--- config.mk ---
export PLATFORM = sky130hd
export DESIGN_NAME = lsu_mem_ctrl
export DESIGN_NICKNAME = d
export VERILOG_FILES = /design/src/rtl/lsu_mem_ctrl.sv
export SDC_FILE = /design/constraint.sdc
export NUM_CORES = 1
export LEC_CHECK = 0
export CELL_PAD_IN_SITES_DETAIL_PLACEMENT = 1
export CELL_PAD_IN_SITES_GLOBAL_PLACEMENT = 1
export CORE_MARGIN = 1
export CORE_UTILIZATION = 37
export DETAILED_ROUTE_END_ITERATION = 12
export PLACE_DENSITY_LB_ADDON = 0.1
export SLEW_MARGIN = 20
export SYNTH_ARGS = -nofsm -noshare
export SYNTH_HDL_FRONTEND = slang
export SYNTH_SLANG_ARGS = --single-unit
--- constraint.sdc ---
create_clock -name clk -period 4.4 [get_ports clk]
set_clock_uncertainty 0.1 [all_clocks]
set_input_delay 0.88 -clock clk [delete_from_list [all_inputs] [get_ports clk]]
set_output_delay 0.88 -clock clk [all_outputs]
set_load 0.01 [all_outputs]
--- src/rtl/lsu_mem_ctrl.sv ---
// lsu_mem_ctrl: load/store sequencer between the MEM stage and a single-port
// data-memory bus (req/gnt/rvalid). One request at a time; store data and
// byte enables are lane-aligned, load data is extracted and extended, and
// misaligned accesses or bus timeouts are reported with the completion pulse.
module lsu_mem_ctrl #(
  parameter int TIMEOUT = 16,
  parameter int CNT_W   = 5
) (
  input  logic        clk,
  input  logic        reset_n,
  input  logic        req_valid,
  input  logic        req_we,
  input  logic [31:0] req_addr,
  input  logic [31:0] req_wdata,
  input  logic [2:0]  req_funct3,
  output logic        busy,
  output logic        resp_valid,
  output logic [31:0] resp_rdata,
  output logic        resp_misalign,
  output logic        resp_buserr,
  output logic        mem_req,
  output logic        mem_we,
  output logic [31:0] mem_addr,
  output logic [3:0]  mem_be,
  output logic [31:0] mem_wdata,
  input  logic        mem_gnt,
  input  logic        mem_rvalid,
  input  logic [31:0] mem_rdata
);

  typedef enum logic [1:0] {IDLE, ISSUE, WAIT, RESP} state_t;

  state_t           state;
  logic [CNT_W-1:0] cnt;
  logic [2:0]       f3_q;
  logic [1:0]       off_q;
  logic             resp_d;

  logic             dec_fault;
  logic [3:0]       dec_be;
  logic [31:0]      dec_wdata;
  logic [31:0]      byte_sh;
  logic [15:0]      half_sel;
  logic [31:0]      load_fmt;
  logic             done;
  logic             timed_out;

  // The stall is held low during reset so every output reads 0 while reset_n is low.
  assign busy = reset_n & req_valid & ~resp_valid;

  // Decode the incoming request: misalignment fault, lane enables and aligned store data.
  always_comb begin
    dec_fault = 1'b0;
    dec_be    = 4'b0000;
    dec_wdata = 32'h0;
    case (req_funct3[1:0])
      2'b00: begin
        dec_be    = 4'b0001 << req_addr[1:0];
        dec_wdata = {24'h0, req_wdata[7:0]} << {req_addr[1:0], 3'b000};
      end
      2'b01: begin
        dec_fault = req_addr[0];
        dec_be    = req_addr[1] ? 4'b1100 : 4'b0011;
        dec_wdata = req_addr[1] ? {req_wdata[15:0], 16'h0} : {16'h0, req_wdata[15:0]};
      end
      2'b10: begin
        dec_fault = (req_addr[1:0] != 2'b00);
        dec_be    = 4'b1111;
        dec_wdata = req_wdata;
      end
      default: dec_fault = 1'b1;
    endcase
    if (req_we && req_funct3[2]) dec_fault = 1'b1;
  end

  // Extract the addressed lane of the returned word and extend it per funct3.
  always_comb begin
    byte_sh  = mem_rdata >> {off_q, 3'b000};
    half_sel = off_q[1] ? mem_rdata[31:16] : mem_rdata[15:0];
    case (f3_q)
      3'b000:  load_fmt = {{24{byte_sh[7]}}, byte_sh[7:0]};
      3'b100:  load_fmt = {24'h0, byte_sh[7:0]};
      3'b001:  load_fmt = {{16{half_sel[15]}}, half_sel};
      3'b101:  load_fmt = {16'h0, half_sel};
      default: load_fmt = mem_rdata;
    endcase
  end

  assign done      = ((state == ISSUE) && mem_gnt && mem_rvalid) ||
                     ((state == WAIT) && mem_rvalid);
  assign timed_out = (cnt == CNT_W'(TIMEOUT - 1));

  // Sequencer FSM; all outputs except busy are registered here.
  always_ff @(posedge clk or negedge reset_n) begin
    if (!reset_n) begin
      state         <= IDLE;
      cnt           <= '0;
      f3_q          <= 3'b000;
      off_q         <= 2'b00;
      resp_d        <= 1'b0;
      resp_valid    <= 1'b0;
      resp_rdata    <= 32'h0;
      resp_misalign <= 1'b0;
      resp_buserr   <= 1'b0;
      mem_req       <= 1'b0;
      mem_we        <= 1'b0;
      mem_addr      <= 32'h0;
      mem_be        <= 4'b0000;
      mem_wdata     <= 32'h0;
    end else begin
      resp_d <= resp_valid;
      case (state)
        IDLE: begin
          if (req_valid && !resp_d) begin
            f3_q  <= req_funct3;
            off_q <= req_addr[1:0];
            if (dec_fault) begin
              state         <= RESP;
              resp_valid    <= 1'b1;
              resp_misalign <= 1'b1;
              resp_rdata    <= 32'h0;
            end else begin
              state     <= ISSUE;
              cnt       <= '0;
              mem_req   <= 1'b1;
              mem_we    <= req_we;
              mem_addr  <= {req_addr[31:2], 2'b00};
              mem_be    <= dec_be;
              mem_wdata <= dec_wdata;
            end
          end
        end
        ISSUE, WAIT: begin
          cnt <= cnt + 1'b1;
          if (done) begin
            state      <= RESP;
            mem_req    <= 1'b0;
            resp_valid <= 1'b1;
            resp_rdata <= mem_we ? 32'h0 : load_fmt;
          end else if (timed_out) begin
            state       <= RESP;
            mem_req     <= 1'b0;
            resp_valid  <= 1'b1;
            resp_buserr <= 1'b1;
            resp_rdata  <= 32'h0;
          end else if ((state == ISSUE) && mem_gnt) begin
            state   <= WAIT;
            mem_req <= 1'b0;
          end
        end
        default: begin
          state         <= IDLE;
          resp_valid    <= 1'b0;
          resp_rdata    <= 32'h0;
          resp_misalign <= 1'b0;
          resp_buserr   <= 1'b0;
        end
      endcase
    end
  end

endmodule

Yosys cells after proc, flatten, opt, wreduce, memory -nomap -nowiden
Index checks and enable logic that the tools add are counted.

word-level totals
  bits in registers = 116
  bits in latches = 0
  RAM bits = 0
  ROM bits = 0
  input bits = 105
  logic and storage cells = 97
  memories kept = 0

cells by class
  add/subtract/negate cells = 1
  $mul = 0
  div/mod/pow operators = 0
  $lt $le $gt $ge = 0
  eq/ne operators = 15
  shifts and indexed selects = 3
  muxes and demuxes = 37
  bitwise logic cells = 6
  reductions and logical operators = 21

operators with widths
  kind                 count
  $mux 32              6
  $pmux 32 s4          1
  $pmux 32 s3          1
  $pmux 32 s2          1
  $shl 8x5->32         1
  $shr 32x5->8         1
  $mux 16              1
  $reduce_and 3->1     5
  $pmux 4 s3           1
  $mux 1               11
  $mux 2               5
  $mux 5               2
  $ne 2x2->1 const B   5
  $pmux 5 s2           1
  $pmux 1 s2           4
  $eq 3x3->1 const B   2
  $add 5x1->5 const B  1
  $eq 5x4->1 const B   1
  $logic_and 1x1->1    5
  $eq 2x1->1 const B   2
  $eq 2x2->1 const B   2
  $logic_not 2->1      2
  $mux 4               1
  $ne 4x4->1 const B   1
  14 further kinds     20

Longest topological paths before layout
  word-level depth = 6
  mapped depth = 9

Least setup slack after synthesis
OpenSTA, ideal clock, no wires.

  path kind = reg2reg
  start point = register cnt[0]
  end point = register resp_rdata[1]
  library setup time = 0.079 ns
  arrival time = 2.016 ns
  data required time = 4.221 ns
  path slack = 2.205 ns
  cell stages (with the launch flop) = 10
  buffers on the path = 2
  cells stage by stage = dfrtp_1 ha_1 and3_1 ha_1 or3b_1 o221a_2 buf_2 nand2_4 buf_6 mux2i_1

between the ends
  cells in the longest elaborated chain, start to end = 3

ends and longest elaborated chain
  item                        line  text
  start: declaration          34    logic [CNT_W-1:0] cnt;
  start signal: assignment    134   cnt <= cnt + 1'b1;
  $eq 5x4->1                  91    assign timed_out = (cnt == CNT_W'(TIMEOUT - 1));
  $ne 3x3->1 (no line)        n/a
  $reduce_and 3->1 (no line)  n/a
  end signal: assignment      139   resp_rdata <= mem_we ? 32'h0 : load_fmt;
  end: declaration            18    output logic [31:0] resp_rdata,

Every way passes these cells.
A chain may end at the register's enable or synchronous reset.

Final worst setup path
  start point = input port reset_n
  end point = output port busy

between the ends
  cells in the longest elaborated chain, start to end = 2

ends and longest elaborated chain
  item                       line  text
  start: declaration         10    input logic reset_n,
  $and 1x1->1 (2 in series)  49    assign busy = reset_n & req_valid & ~resp_valid;
  end: declaration           16    output logic busy,

Every way passes these cells.

==> results.sh <==
export IMPL_status="finished clean"
export IMPL_die_h_um=126.3
export IMPL_antenna_found_initial=0
export IMPL_met2_usage=0.3932
export IMPL_yosysMostFrequentCell="dfrtp_1"
export IMPL_clkSinkCount=116
export IMPL_seqPwrFrac=0.308
export IMPL_yosys_warnings=0
export IMPL_critPathLaunchType="input pin"
export IMPL_core_um2=15150
export IMPL_drive_gt1_frac=0.1172
export IMPL_busiest_layer="met2"
export IMPL_insertion_delay_ns=0.41
export IMPL_fin_crit_ns=3.091
export IMPL_hold_violations=0
export IMPL_total_power_mw=5.821
export IMPL_syn_to_final_growth_pct=48.38
export IMPL_place_congestion=0.7883
export IMPL_maxSlewViolCount=0
export IMPL_drt_initial_drc_count=274
export IMPL_power_frac_clock=0.235
export IMPL_rsz0062_at_grt="false"
export IMPL_min_period_over_period=0.7024
export IMPL_fin_area_um2=8477
export IMPL_min_path_cells=0
export IMPL_p_comb_frac=0.457
export IMPL_final_util=0.5597
export IMPL_cts_buffers=17
export IMPL_holdWs_ns=0.3095
export IMPL_start_util=0.3772
export IMPL_cts_buffer_depth=2
export IMPL_seq_area_frac_synth=0.5081
export IMPL_ioPinCount=211
export IMPL_setup_ws_ns=1.309
export IMPL_dp_hpwl_um=12950
export IMPL_drcViolationCount=0
export IMPL_fin_tns_setup_ns=0
export IMPL_avgSynthCellArea_um2=11.22
export IMPL_grt_overflow=0
export IMPL_cp_slowest_cell="clkdlybuf4s50_1"
export IMPL_instances_no_fill=905
export IMPL_rows=45
export IMPL_crit_chain="buf_4 -> and3_1 -> clkdlybuf4s50_1"
export IMPL_netlist_instances=509
export IMPL_synth_ff_type="dfrtp_1"
export IMPL_antenna_cells=0
export IMPL_io_buffers=208
export IMPL_leakagePower_nw=3.717
export IMPL_grtUsageMet1=0.2871
export IMPL_grt_total_usage=0.2347
export IMPL_clk_pin_slew_worst_paths_ns=0.05
export IMPL_ys_ff_latch=116
export IMPL_vdd_drop_max_v=0.0002875
export IMPL_switchingPower_mw=2.087
export IMPL_synth_top_cell_by_area="dfrtp_1"
export IMPL_r2r_cells=6
export IMPL_nNetsFinal=815
export IMPL_wl_per_cell_um=20.35
export IMPL_firstDrtPassIters=5
export IMPL_grt_max_degree=88
export IMPL_synth_area_um2=5713
export IMPL_powerDensity_nw_per_um2=686.7
export IMPL_grtUsageMet3=0.07307
export IMPL_post_cts_buffers=0
export IMPL_r2r_end="resp_rdata[31]$_DFFE_PN0P_"
export IMPL_synth_edf_count=0
export IMPL_setup_viol=0
export IMPL_avgViaCountPerCell=5.473
export IMPL_synthArstFlopShare=1.000
export IMPL_ff2ff_setup_slack_ns=1.71
export IMPL_cp_arrival_ns=2.11
export IMPL_grt_pass1_vias=5230
export IMPL_holdBufCountCts=0
export IMPL_post_cts_resized=0
export IMPL_clockRootBuffer="clkbuf_16"
export IMPL_worst_slew_pin_slew_ns=0.9896
export IMPL_wl_um=18410
export IMPL_fmax_mhz=323.5
export IMPL_slew_headroom=0.3330
export IMPL_antenna_left=0
export IMPL_synth_common_cells="116 x dfrtp_1, 39 x o21ai_0, 35 x nand2_1"
export IMPL_grt_pass1_wl_um=28750
export IMPL_critical_path_class="input pin to output port"
export IMPL_dpl_cell_area_um2=7889
export IMPL_pre_cts_ws_ns=1.062
export IMPL_maxCapViolCount=0
export IMPL_htree_levels=4
export IMPL_min_to="resp_d$_DFF_PN0_"
export IMPL_dp_cells=873
export IMPL_synth_top_cells_by_area="dfrtp_1 51%, mux2_2 5.5%, mux2i_1 5.3%"
export IMPL_cp_max_fo=43
export IMPL_synth_top_area_share=0.5081
export IMPL_critPathLaunch="reset_n"
export IMPL_critical_path_required_ns=3.42
export IMPL_ys_types=51
export IMPL_cts_tree="yes"
export IMPL_vias=4953
export IMPL_rr_startpoint="state[0]$_DFFE_PN0P_"
export IMPL_hp_start="resp_valid$_DFFE_PN0P_"
export IMPL_hold_path_class="flop to flop"
export IMPL_dieArea_um2=15940
export IMPL_swShare=0.3585
export IMPL_crit_path_end_kind="output port"
export IMPL_max_stage_delay_ns=0.53
export IMPL_p_int_mw=3.734
export IMPL_die_width_um=126.3
==> cell families after synthesis <==
family,share of synthesized area
compound gates,0.2028
fa+ha+maj,0.01314
buf+inv,0.04818
flops,0.5081
mux,0.1261
other cells,0.0006564
simple gates,0.1010
==> cell usage in the layout, fill, tap and decap left out, types with 3 or more instances in the layout <==
master           netlist  final
a22oi_1               16     16
and3_1                 3      3
ha_1                   6      6
clkbuf_1               9      3
inv_1                 16     16
nand3_1               18     18
buf_4                  3      5
clkdlybuf4s50_1        0    207
nand2b_1               5      5
a222oi_1               8      8
mux2_4                 7      7
clkinvlp_4             0      3
o2111ai_1              8      8
nor2b_1                9      9
clkbuf_16              0     17
a32o_1                 3      3
nor2_1                20     20
clkinv_2               0      4
a21oi_1                6      6
o21ai_0               39     39
nor3b_1                9      9
nor3_1                 3      3
dfrtp_1              116    116
a22o_1                 9      9
o221ai_1               7      7
o2bb2ai_1             25     25
nand2_1               35     35
mux2_2                28     28
mux2i_1               30     30
clkbuf_8               0      3
a21o_1                20     20
==> critical path, delay by kind of cell <==
family | cells | cell delay, ns
buffers and inverters | 2 | 0.98
AND/OR/NAND/NOR | 1 | 0.24
==> area by class of cell <==
cell class / count / area, µm²
inverters: 17 / 63.81
repair buffers: 214 / 2141
multi-input cells: 338 / 2554
flip-flops and latches: 116 / 2903
well taps: 188 / 235.2
clock inverters: 9 / 102.6
clock buffers: 23 / 478.0
fillers: 1571 / 6669
==> layer usage <==
metal / up-vias / part of all wire
li1: 2274 / -
met1: 2475 / 0.43
met2: 182 / 0.49
met3: 22 / 0.070
met4: 0 / 0.014
met5: - / 0
==> registers in the layout, summed over array words and instances (netlist names) <==
register,count
mem_wdata,32
resp_rdata,32
mem_addr,30
cnt,5
mem_be,4
f3_q,3
off_q,2
state,2
mem_req,1
mem_we,1
resp_buserr,1
resp_d,1
resp_misalign,1
resp_valid,1
==> worst max path at each step <==
| stage | endpoint | cells after the start |
|---|---|---|
| finish | busy | 3 |
| global route | busy | 3 |
| CTS | busy | 3 |
| detailed placement | mem_wdata[6]$_DFFE_PN0P_ | 6 |
| global placement | mem_wdata[7]$_DFFE_PN0P_ | 6 |
| floorplan | resp_rdata[1]$_DFFE_PN0P_ | 9 |
==> power groups by stage <==
stage / Sequential [mW] / Clock (mW) / Combinational, mW
2_1_floorplan: 1.90 / 0 / 1.33
3_3_place_gp: 1.78 / 0 / 2.58
3_5_place_dp: 1.80 / 0 / 2.65
4_1_cts: 1.79 / 1.39 / 2.68
5_1_grt: 1.85 / 1.45 / 2.87
6_report: 1.79 / 1.37 / 2.66
(Power assumes the default switching activity.)
